## config.mk

```make
export PLATFORM = sky130hd
export DESIGN_NAME = branch_ctrl_bht
export DESIGN_NICKNAME = d
export VERILOG_FILES = /design/src/rtl/branch_pkg.sv /design/src/rtl/branch_ctrl_bht_table.sv /design/src/rtl/branch_ctrl_bht.sv
export SDC_FILE = /design/constraint.sdc
export NUM_CORES = 1
export LEC_CHECK = 0
export CELL_PAD_IN_SITES_DETAIL_PLACEMENT = 1
export CELL_PAD_IN_SITES_GLOBAL_PLACEMENT = 1
export CORE_AREA = 5 5 199 201
export DETAILED_ROUTE_END_ITERATION = 7
export DIE_AREA = 0 0 204 206
export PLACE_DENSITY_LB_ADDON = 0.15
export SLEW_MARGIN = 15
export SYNTH_ARGS = -nofsm -noshare
export SYNTH_HDL_FRONTEND = slang
export SYNTH_SLANG_ARGS = --single-unit
```

## constraint.sdc

```tcl
create_clock -name clk -period 5.4 [get_ports clk]
set_input_delay 1.35 -clock clk [delete_from_list [all_inputs] [get_ports clk]]
set_output_delay 1.35 -clock clk [all_outputs]
set_load 0.02 [all_outputs]
```

## src/rtl/branch_pkg.sv

```systemverilog
// Shared types, constants and the saturating-counter helper for the branch
// predictor. CTR_BITS is the default counter width; the helper works on any
// width up to CTR_BITS_MAX so a resized table can reuse it.
package branch_pkg;

    localparam int CTR_BITS     = 2;
    localparam int CTR_BITS_MAX = 4;

    typedef logic [CTR_BITS-1:0] ctr_t;

    // Strongly taken and weakly not-taken at the default width.
    localparam ctr_t CTR_MAX  = '1;
    localparam ctr_t CTR_INIT = ctr_t'((1 << (CTR_BITS - 1)) - 1);

    typedef enum logic [0:0] {
        FLUSH_IDLE   = 1'b0,
        FLUSH_ACTIVE = 1'b1
    } flush_state_e;

    // Step a counter toward taken/not-taken, clamping at 0 and at max.
    function automatic logic [CTR_BITS_MAX-1:0] sat_update(
        input logic [CTR_BITS_MAX-1:0] ctr,
        input logic                    taken,
        input logic [CTR_BITS_MAX-1:0] max
    );
        logic [CTR_BITS_MAX-1:0] nxt;
        nxt = ctr;
        if (taken) begin
            if (ctr != max) nxt = ctr + 1'b1;
        end else begin
            if (ctr != '0) nxt = ctr - 1'b1;
        end
        return nxt;
    endfunction

endpackage

```

## src/rtl/branch_ctrl_bht_table.sv

```systemverilog
// Saturating-counter table: one combinational read port for fetch, one
// update port from execute. A write is visible on the read port only from
// the following cycle (no bypass).
module bht_table
    import branch_pkg::*;
#(
    parameter int Depth   = 64,
    parameter int CtrBits = 2,
    parameter int IdxW    = $clog2(Depth)
) (
    input  logic               clk,
    input  logic               rst,
    input  logic [IdxW-1:0]    rd_idx,
    output logic [CtrBits-1:0] rd_ctr,
    input  logic               wr_en,
    input  logic [IdxW-1:0]    wr_idx,
    input  logic               wr_taken
);

    localparam logic [CtrBits-1:0]      InitV = CtrBits'((1 << (CtrBits - 1)) - 1);
    localparam logic [CTR_BITS_MAX-1:0] MaxV  = CTR_BITS_MAX'((1 << CtrBits) - 1);

    logic [Depth-1:0][CtrBits-1:0] ctr_q;

    assign rd_ctr = ctr_q[rd_idx];

    // Reset every entry to weakly not-taken; otherwise train one entry.
    always_ff @(posedge clk) begin
        if (rst) begin
            ctr_q <= {Depth{InitV}};
        end else if (wr_en) begin
            ctr_q[wr_idx] <= CtrBits'(sat_update(CTR_BITS_MAX'(ctr_q[wr_idx]), wr_taken, MaxV));
        end
    end

endmodule

```

## src/rtl/branch_ctrl_bht.sv

```systemverilog
// Branch predictor / controller: per-PC counter table, resolve-time training,
// mispredict flush with corrected PC, and branch/mispredict counters.
// Optional feature: define BRANCH_CTRL_GSHARE_EN to XOR a global history
// register into the table index.
module branch_ctrl_bht
    import branch_pkg::*;
#(
    parameter int WordSize = 32,
    parameter int Depth    = 64,
    parameter int CtrBits  = 2,
    parameter int FlushLen = 2,
    parameter int CntW     = 32
) (
    input  logic                clk,
    input  logic                rst,
    input  logic [WordSize-1:0] pred_pc,
    output logic                pred_taken,
    input  logic                res_valid,
    input  logic                res_is_branch,
    input  logic [WordSize-1:0] res_pc,
    input  logic                res_pred_taken,
    input  logic                res_act_taken,
    input  logic [WordSize-1:0] res_target,
    input  logic [WordSize-1:0] res_fallthrough,
    output logic                flush,
    output logic [WordSize-1:0] redirect_pc,
    output logic [CntW-1:0]     br_count,
    output logic [CntW-1:0]     mispred_count
);

    localparam int IdxW = $clog2(Depth);
    localparam int FcW  = $clog2(FlushLen + 1);

    flush_state_e        state_q, state_d;
    logic [FcW-1:0]      fcnt_q, fcnt_d;
    logic [WordSize-1:0] redir_q, redir_d;
    logic                squash, accept, mispred;
    logic [IdxW-1:0]     rd_idx, wr_idx;
    logic [CtrBits-1:0]  rd_ctr;

    // Anything resolving inside the flush window is wrong-path.
    assign squash  = (fcnt_q != '0);
    assign accept  = res_valid & res_is_branch & ~squash;
    assign mispred = accept & (res_pred_taken != res_act_taken);

`ifdef BRANCH_CTRL_GSHARE_EN
    logic [IdxW-1:0] ghr_q;

    // Shift the resolved outcome into history; the update index uses the
    // pre-shift value because the table write sees ghr_q this cycle.
    always_ff @(posedge clk) begin
        if (rst)         ghr_q <= '0;
        else if (accept) ghr_q <= IdxW'({ghr_q, res_act_taken});
    end

    assign rd_idx = pred_pc[IdxW+1:2] ^ ghr_q;
    assign wr_idx = res_pc[IdxW+1:2] ^ ghr_q;
`else
    assign rd_idx = pred_pc[IdxW+1:2];
    assign wr_idx = res_pc[IdxW+1:2];
`endif

    // Bits outside the index field do not participate in prediction.
    logic unused_pc_bits;
    assign unused_pc_bits = ^{pred_pc[WordSize-1:IdxW+2], pred_pc[1:0],
                              res_pc[WordSize-1:IdxW+2], res_pc[1:0]};

    bht_table #(
        .Depth   (Depth),
        .CtrBits (CtrBits),
        .IdxW    (IdxW)
    ) u_table (
        .clk      (clk),
        .rst      (rst),
        .rd_idx   (rd_idx),
        .rd_ctr   (rd_ctr),
        .wr_en    (accept),
        .wr_idx   (wr_idx),
        .wr_taken (res_act_taken)
    );

    assign pred_taken  = rd_ctr[CtrBits-1];
    assign flush       = squash;
    assign redirect_pc = redir_q;

    // Flush FSM state, countdown and latched redirect target.
    always_ff @(posedge clk) begin
        if (rst) begin
            state_q <= FLUSH_IDLE;
            fcnt_q  <= '0;
            redir_q <= '0;
        end else begin
            state_q <= state_d;
            fcnt_q  <= fcnt_d;
            redir_q <= redir_d;
        end
    end

    // Enter the flush window on a mispredict, count it down, then go idle.
    always_comb begin
        state_d = state_q;
        fcnt_d  = fcnt_q;
        redir_d = redir_q;
        unique case (state_q)
            FLUSH_IDLE: begin
                if (mispred) begin
                    state_d = FLUSH_ACTIVE;
                    fcnt_d  = FcW'(FlushLen);
                    redir_d = res_act_taken ? res_target : res_fallthrough;
                end
            end
            FLUSH_ACTIVE: begin
                fcnt_d = fcnt_q - 1'b1;
                if (fcnt_q == FcW'(1)) state_d = FLUSH_IDLE;
            end
            default: begin
                state_d = FLUSH_IDLE;
                fcnt_d  = '0;
            end
        endcase
    end

    // Performance counters; wrap naturally at 2^CntW.
    always_ff @(posedge clk) begin
        if (rst) begin
            br_count      <= '0;
            mispred_count <= '0;
        end else begin
            if (accept)  br_count      <= br_count + 1'b1;
            if (mispred) mispred_count <= mispred_count + 1'b1;
        end
    end

endmodule

```

==> results of run 1 <==
==> layout by cell type, fill, tap and decap left out, drive strengths merged, types with 12 or more instances in the layout <==
master	count
nor2	228
dfxtp	227
clkdlybuf4s50	174
nand2	110
a21oi	84
o31ai	65
a311oi	60
mux2i	48
clkbuf	42
xor2	40
buf	38
a211oi	36
mux4	33
nand3	30
nand4	18
o21ai	16
xnor2	12
or3	12
a22oi	12
==> registers in the layout, summed over array words and instances (netlist names) <==
signal         cells
fcnt_q             2
br_count          32
mispred_count     32
u_table.ctr_q    128
state_q            1
redirect_pc       32
==> area by class of cell <==
class	instances	area share, %
multi-input combinational	912	42.4
inverter	9	0.236
tap	511	4.46
sequential	227	31.7
clock buffer	42	5.88
clock inverter	7	0.306
timing repair buffer	213	15.0
==> metal layers <==
metal	global-route usage [%]	routed length [um]
met1	23.6	17300
met2	29.4	18000
met3	2.89	1600
met4	3.25	655
met5	0	13
==> power groups by stage <==
| stage | Sequential, mW | Clock [mW] | Combinational, mW |
|---|---|---|---|
| after detailed placement | 1.75 | 0 | 0.485 |
| after global routing | 1.72 | 1.94 | 0.517 |
| final | 1.71 | 1.81 | 0.479 |
| after CTS | 1.71 | 1.87 | 0.487 |
| after global placement | 1.75 | 0 | 0.482 |
| after floorplan | 1.77 | 0 | 0.245 |
==> metrics by stage <==
| step | TNS, ns | setup WS (ns) | utilization, % |
|---|---|---|---|
| 2_1_floorplan | 0 | 0.219 | - |
| 3_3_place_gp | -0.0623 | -0.0623 | 36.0 |
| 3_5_place_dp | -0.0854 | -0.0854 | 36.0 |
| 4_1_cts | 0 | 0.135 | 38.3 |
| 5_1_grt | 0 | 0.0626 | 38.3 |
| 6_report | 0 | 0.149 | 38.3 |
==> worst max-delay path, stage by stage <==
cell,delay (ns)
sky130_fd_sc_hd__clkdlybuf4s50_1,0.51
sky130_fd_sc_hd__buf_12,0.20
sky130_fd_sc_hd__mux4_2,0.51
sky130_fd_sc_hd__mux4_2,0.51
sky130_fd_sc_hd__mux4_2,0.47
sky130_fd_sc_hd__dlygate4sd2_1,0.33
==> synth_stat cells, drive strengths merged (7+ instances only) <==
cell type,number,area [sq um]
xor2,40,350
a211oi,36,270
inv,9,33.8
mux4,33,743
a311oi,60,526
nand3,30,150
dfxtp,227,4540
o21ai,16,83.8
or3,12,75.1
nand4,18,119
xnor2,12,105
nand2,110,413
mux2i,48,480
a31oi,7,50.1
and4,7,61.3
a21oi,84,424
o31ai,65,502
clkbuf,69,259
nor3,10,55.1
and3,10,62.6
and2,8,50.1
a22oi,12,90.1
mux2,7,78.8
nor2b,7,51.3
nor2,228,858
buf,31,199
==> logic make-up (layout without fill, tap and decap cells) <==
logic type | after synthesis | in the layout
flops | 227 | 227
buf+inv | 109 | 271
compound gates | 309 | 309
xor+xnor | 52 | 52
mux | 88 | 88
fa+ha+maj | 4 | 4
simple gates | 459 | 459
==> final timing paths <==
check | endpoint | cells past startpoint
setup / recovery | pred_taken | 6
hold / removal | u_table.ctr_q[36] | 2
setup reg to reg | u_table.ctr_q[73] | 7
hold reg to reg | u_table.ctr_q[36] | 2
==> flow_results.xml, run 1 <==
<?xml version="1.0" encoding="UTF-8"?>
<metrics>
  <group name="logic_synthesis">
    <metric name="synth_area" unit="sq um">11100</metric>
    <metric name="synthArstFlopShare" unit="%">0</metric>
    <metric name="yosys.area_share.xor_xnor" unit="%">4.11</metric>
    <metric name="ys_seq_elements" unit="">227</metric>
    <metric name="synth.distinct_cells" unit="">62</metric>
    <metric name="postSynthCellCount" unit="">1248</metric>
    <metric name="dominant_register_cell_in_the_synthesized_netlist" unit="">sky130_fd_sc_hd__dfxtp_1</metric>
    <metric name="synth-compound-area-share" unit="%">19.8</metric>
    <metric name="synth.yosys.warnings" unit="">0</metric>
    <metric name="muxShareOfSynthArea" unit="%">11.8</metric>
    <metric name="synth_top_family_by_area" unit="">compound AO/OA/AOI/OAI gates</metric>
    <metric name="yosys.area_share.simple" unit="%">18.5</metric>
    <metric name="synthesis.nets" unit="">1386</metric>
    <metric name="synthesis.area_per_instance" unit="sq um">8.88</metric>
    <metric name="yosysSeqAreaShare" unit="%">41.0</metric>
    <metric name="synth-edff-count" unit="">0</metric>
    <metric name="synth-adder-area-share" unit="%">0.452</metric>
  </group>
  <group name="cts">
    <metric name="buffer_cell_driving_the_clock_tree_root" unit="">sky130_fd_sc_hd__clkbuf_16</metric>
    <metric name="clock_transition_at_path_regs" unit="ns">0.06</metric>
    <metric name="ctsHoldBuffers" unit="">0</metric>
    <metric name="tritoncts_clock_tree" unit="">built</metric>
    <metric name="cts-resized-gates" unit="">1</metric>
    <metric name="tritoncts_num_sinks" unit="">227</metric>
    <metric name="post_cts.repair.setup_buffers" unit="">0</metric>
    <metric name="clk_path_buf_depth" unit="">3</metric>
    <metric name="worstSkewPairLatency" unit="ns">0.54</metric>
    <metric name="maximum_level_of_the_cts_h_tree" unit="">1</metric>
    <metric name="cts-buffers-inserted" unit="">27</metric>
  </group>
  <group name="layout">
    <metric name="multi_input_area" unit="sq um">6080</metric>
    <metric name="flow.area_growth_from_synthesis" unit="%">29.3</metric>
    <metric name="finalNonFillerCells" unit="">1921</metric>
    <metric name="nNetsFinal" unit="">1528</metric>
    <metric name="area.sequential" unit="sq um">4540</metric>
    <metric name="fill_cell_total_of_the_finished_layout" unit="">4281</metric>
    <metric name="post-route-cell-area" unit="sq um">14300</metric>
    <metric name="drive_gt1_share" unit="%">10.1</metric>
    <metric name="antenna-diode-count" unit="">0</metric>
  </group>
  <group name="grt">
    <metric name="globalRouteOverflowTotal" unit="">0</metric>
    <metric name="grt_antenna_before_repair" unit="">1</metric>
    <metric name="grt_pass1_wl" unit="um">59600</metric>
    <metric name="gr_util_all_layers" unit="%">17.3</metric>
    <metric name="grt_pass1_vias" unit="">10300</metric>
    <metric name="largest_net_degree_at_the_start_of_global_routing" unit="">108</metric>
  </group>
  <group name="placement">
    <metric name="placed_area" unit="sq um">13400</metric>
    <metric name="io_buffer_count" unit="">179</metric>
    <metric name="gp_congestion" unit="">0.757</metric>
    <metric name="placed_cells" unit="">1872</metric>
    <metric name="place.detailed.hpwl" unit="um">25100</metric>
  </group>
  <group name="drt">
    <metric name="drt_first_pass_iters" unit="">4</metric>
    <metric name="route.detailed.vias_per_inst" unit="">5.29</metric>
    <metric name="routed_wl" unit="um">37600</metric>
    <metric name="vias" unit="">10200</metric>
    <metric name="drt-initial-drc-count" unit="">553</metric>
    <metric name="drc" unit="">0</metric>
    <metric name="avg_wl_per_cell" unit="um">19.6</metric>
    <metric name="detail-route-antenna-nets" unit="">0</metric>
  </group>
  <group name="power">
    <metric name="internal_power" unit="mW">2.95</metric>
    <metric name="pwr-share-clk" unit="%">45.2</metric>
    <metric name="power.share.switching" unit="%">26.2</metric>
    <metric name="static-leakage-power" unit="nW">4.67</metric>
    <metric name="power.ir.vdd_worst" unit="V">0.000188</metric>
    <metric name="total_switching_power" unit="mW">1.05</metric>
    <metric name="power.sequential.fraction" unit="%">42.9</metric>
    <metric name="p_comb_share" unit="%">12.0</metric>
    <metric name="p_per_area" unit="nW/um^2">279</metric>
    <metric name="totalPowerFinal" unit="mW">4.00</metric>
  </group>
  <group name="setup_path">
    <metric name="critical_path_class" unit="">primary input to output port</metric>
    <metric name="critical_path_required" unit="ns">4.05</metric>
    <metric name="critPathLaunchType" unit="">primary input</metric>
    <metric name="maximum_fanout_along_the_worst_path" unit="">16</metric>
    <metric name="arrival" unit="ns">3.90</metric>
    <metric name="regToRegStartpoint" unit="">u_table.ctr_q[46]</metric>
    <metric name="startpoint" unit="">pred_pc[2]</metric>
    <metric name="regToRegSetupSlack" unit="ns">2.41</metric>
    <metric name="setup.worst_path.end_class" unit="">output port</metric>
  </group>
  <group name="flow_run">
    <metric name="max_cap_violations" unit="">0</metric>
  </group>
  <group name="sta">
    <metric name="timing.final.crit_share" unit="%">97.2</metric>
    <metric name="tightest_slew" unit="ns">0.996</metric>
    <metric name="unrepaired_setup_endpoints_after_global_routing" unit="">no</metric>
    <metric name="hold_viol" unit="">0</metric>
    <metric name="fmax" unit="GHz">0.190</metric>
    <metric name="max_slew_margin" unit="%">33.4</metric>
    <metric name="hold_slack" unit="ns">0.464</metric>
    <metric name="clock-skew-final" unit="ns">0.0241</metric>
    <metric name="final-setup-viol-count" unit="">0</metric>
    <metric name="min_period" unit="ns">5.25</metric>
    <metric name="timing.final.max_slew_violations" unit="">0</metric>
  </group>
  <group name="floorplan">
    <metric name="core-area" unit="sq um">37400</metric>
    <metric name="pin_count" unit="">232</metric>
    <metric name="floorplan.die_area" unit="sq um">42000</metric>
    <metric name="std_cell_rows" unit="">71</metric>
    <metric name="starting_density" unit="%">29.6</metric>
    <metric name="die-width" unit="um">204</metric>
    <metric name="die_height" unit="um">206</metric>
  </group>
  <group name="hold_path">
    <metric name="timing.hold.worst.start" unit="">u_table.ctr_q[36]</metric>
    <metric name="hp-class" unit="">flip-flop to flip-flop</metric>
  </group>
  <group name="run_status">
    <metric name="outcome" unit="">complete, no violations</metric>
  </group>
</metrics>
Note: power is estimated with default switching activity, not from simulation.
==> run 2: changes to the inputs <==
SLEW_MARGIN = 25   (was 15)
clock period = 6.1 ns   (was 5.4 ns; I/O delays follow)
==> flow_results.xml, run 2 (synthesis gave the netlist of run 1 again) <==
<?xml version="1.0" encoding="UTF-8"?>
<metrics>
  <group name="cts">
    <metric name="post_cts.repair.setup_buffers" unit="">0</metric>
    <metric name="maximum_level_of_the_cts_h_tree" unit="">1</metric>
    <metric name="clk_path_buf_depth" unit="">3</metric>
    <metric name="cts-buffers-inserted" unit="">28</metric>
    <metric name="clock_transition_at_path_regs" unit="ns">0.06</metric>
    <metric name="ctsHoldBuffers" unit="">0</metric>
    <metric name="buffer_cell_driving_the_clock_tree_root" unit="">sky130_fd_sc_hd__clkbuf_16</metric>
    <metric name="tritoncts_clock_tree" unit="">built</metric>
    <metric name="cts-resized-gates" unit="">0</metric>
    <metric name="worstSkewPairLatency" unit="ns">0.56</metric>
    <metric name="tritoncts_num_sinks" unit="">227</metric>
  </group>
  <group name="grt">
    <metric name="met2_usage" unit="%">28.8</metric>
    <metric name="globalRouteMet3Util" unit="%">3.03</metric>
    <metric name="gr_util_all_layers" unit="%">17.4</metric>
    <metric name="grt_antenna_before_repair" unit="">1</metric>
    <metric name="globalRouteOverflowTotal" unit="">0</metric>
    <metric name="grt_pass1_wl" unit="um">59400</metric>
    <metric name="groute.layer.met1.usage" unit="%">24.1</metric>
    <metric name="globalRoute.busiestLayer" unit="">met2</metric>
    <metric name="grt_pass1_vias" unit="">10300</metric>
    <metric name="largest_net_degree_at_the_start_of_global_routing" unit="">106</metric>
  </group>
  <group name="hold_path">
    <metric name="hp-class" unit="">flip-flop to flip-flop</metric>
    <metric name="timing.hold.worst.start" unit="">u_table.ctr_q[66]</metric>
  </group>
  <group name="setup_path">
    <metric name="timing.critical_path.buf_inv" unit="">3</metric>
    <metric name="crit_path_frequent_cell" unit="">sky130_fd_sc_hd__mux4_2</metric>
    <metric name="critPathLaunchType" unit="">primary input</metric>
    <metric name="startpoint" unit="">pred_pc[2]</metric>
    <metric name="critical_path_required" unit="ns">4.58</metric>
    <metric name="maximum_fanout_along_the_worst_path" unit="">16</metric>
    <metric name="critical_path_class" unit="">primary input to output port</metric>
    <metric name="crit_path_cell_trace" unit="">clkdlybuf4s50_1 -&gt; buf_12 -&gt; mux4_2 -&gt; mux4_2 -&gt; mux4_2 -&gt; clkdlybuf4s50_1</metric>
    <metric name="cp_top_family" unit="">multiplexers</metric>
    <metric name="regToRegStartpoint" unit="">fcnt_q[0]</metric>
    <metric name="crit_path_max_incr_delay" unit="ns">0.55</metric>
    <metric name="arrival" unit="ns">4.33</metric>
    <metric name="setup.worst_path.end_class" unit="">output port</metric>
    <metric name="crit_path_top_delay_cell" unit="">sky130_fd_sc_hd__clkdlybuf4s50_1</metric>
  </group>
  <group name="drt">
    <metric name="vias" unit="">10100</metric>
    <metric name="route.detailed.vias_per_inst" unit="">5.30</metric>
    <metric name="avg_wl_per_cell" unit="um">19.8</metric>
    <metric name="routed_wl" unit="um">37900</metric>
    <metric name="drt_first_pass_iters" unit="">5</metric>
    <metric name="drt-initial-drc-count" unit="">612</metric>
    <metric name="drc" unit="">0</metric>
    <metric name="detail-route-antenna-nets" unit="">0</metric>
  </group>
  <group name="sta">
    <metric name="min_period" unit="ns">5.85</metric>
    <metric name="fmax" unit="GHz">0.171</metric>
    <metric name="unrepaired_setup_endpoints_after_global_routing" unit="">no</metric>
    <metric name="clock-skew-final" unit="ns">0.0205</metric>
    <metric name="finalSetupTns" unit="ns">0</metric>
    <metric name="max_slew_margin" unit="%">35.3</metric>
    <metric name="final-setup-viol-count" unit="">0</metric>
    <metric name="timing.final.crit_share" unit="%">95.9</metric>
    <metric name="hold_viol" unit="">0</metric>
    <metric name="timing.final.max_slew_violations" unit="">0</metric>
    <metric name="tightest_slew" unit="ns">0.968</metric>
    <metric name="hold_slack" unit="ns">0.466</metric>
  </group>
  <group name="floorplan">
    <metric name="die_height" unit="um">206</metric>
    <metric name="pin_count" unit="">232</metric>
    <metric name="floorplan.die_area" unit="sq um">42000</metric>
    <metric name="starting_density" unit="%">29.6</metric>
    <metric name="std_cell_rows" unit="">71</metric>
    <metric name="die-width" unit="um">204</metric>
    <metric name="core-area" unit="sq um">37400</metric>
  </group>
  <group name="power">
    <metric name="p_per_area" unit="nW/um^2">250</metric>
    <metric name="power.ir.vdd_worst" unit="V">0.000180</metric>
    <metric name="static-leakage-power" unit="nW">4.61</metric>
    <metric name="totalPowerFinal" unit="mW">3.56</metric>
  </group>
  <group name="layout">
    <metric name="flow.area_growth_from_synthesis" unit="%">28.3</metric>
    <metric name="nNetsFinal" unit="">1519</metric>
    <metric name="drive_gt1_share" unit="%">9.42</metric>
    <metric name="finalCoreUtilization" unit="%">38.0</metric>
    <metric name="largest_register_ff_count" unit="">128</metric>
    <metric name="top_register" unit="">u_table.ctr_q</metric>
    <metric name="finalNonFillerCells" unit="">1913</metric>
    <metric name="antenna-diode-count" unit="">0</metric>
    <metric name="layout.cells.most_common_list" unit="">sky130_fd_sc_hd__nor2_1, sky130_fd_sc_hd__dfxtp_1, sky130_fd_sc_hd__clkdlybuf4s50_1</metric>
  </group>
  <group name="flow_run">
    <metric name="max_cap_violations" unit="">0</metric>
  </group>
  <group name="run_status">
    <metric name="outcome" unit="">complete, no violations</metric>
  </group>
  <group name="placement">
    <metric name="placed_cells" unit="">1862</metric>
    <metric name="gp_congestion" unit="">0.758</metric>
    <metric name="io_buffer_count" unit="">179</metric>
    <metric name="place.detailed.hpwl" unit="um">25100</metric>
  </group>
</metrics>
==> run 2: layout make-up <==
class,count,area [sq um]
fillers,4300,23200
multi-input cells,912,6080
flip-flops and latches,227,4540
repair buffers,203,2020
clock buffers,41,820
well taps,511,639
clock inverters,10,86.3
inverters,9,33.8
==> run 2: final timing paths <==
| kind | to | slack (ns) | cells after the start |
|---|---|---|---|
| max | pred_taken | 0.25 | 6 |
| min | u_table.ctr_q[66] | 0.47 | 2 |
| max reg2reg | mispred_count[28] | 3.15 | 10 |
| min reg2reg | u_table.ctr_q[66] | 0.47 | 2 |
==> run 2: worst min-delay path, cell delays in order (launching register included) <==
cell                      delay (ns)
sky130_fd_sc_hd__dfxtp_1        0.32
sky130_fd_sc_hd__a21oi_1        0.06
sky130_fd_sc_hd__o31ai_1        0.05
==> run 2: per-layer routing <==
layer / part of all wire [%] / up-vias / wire, um
li1: - / 4850 / -
met1: 47 / 5030 / 17700
met2: 47 / 205 / 17900
met3: 4.5 / 43 / 1690
met4: 1.7 / 2 / 628
met5: 0.042 / - / 16
==> run 2: stage by stage <==
stage / cell area, sq um / worst slack (ns)
floorplan: 11100 / 0.569
global placement: 13300 / 0.265
detailed placement: 13300 / 0.227
CTS: 14200 / 0.223
global route: 14200 / 0.180
finish: 14200 / 0.250
==> run 2: power by group <==
group / switching [mW] / total, mW / internal (mW)
Sequential: 0.0133 / 1.52 / 1.50
Clock: 0.660 / 1.63 / 0.968
Combinational: 0.258 / 0.414 / 0.157
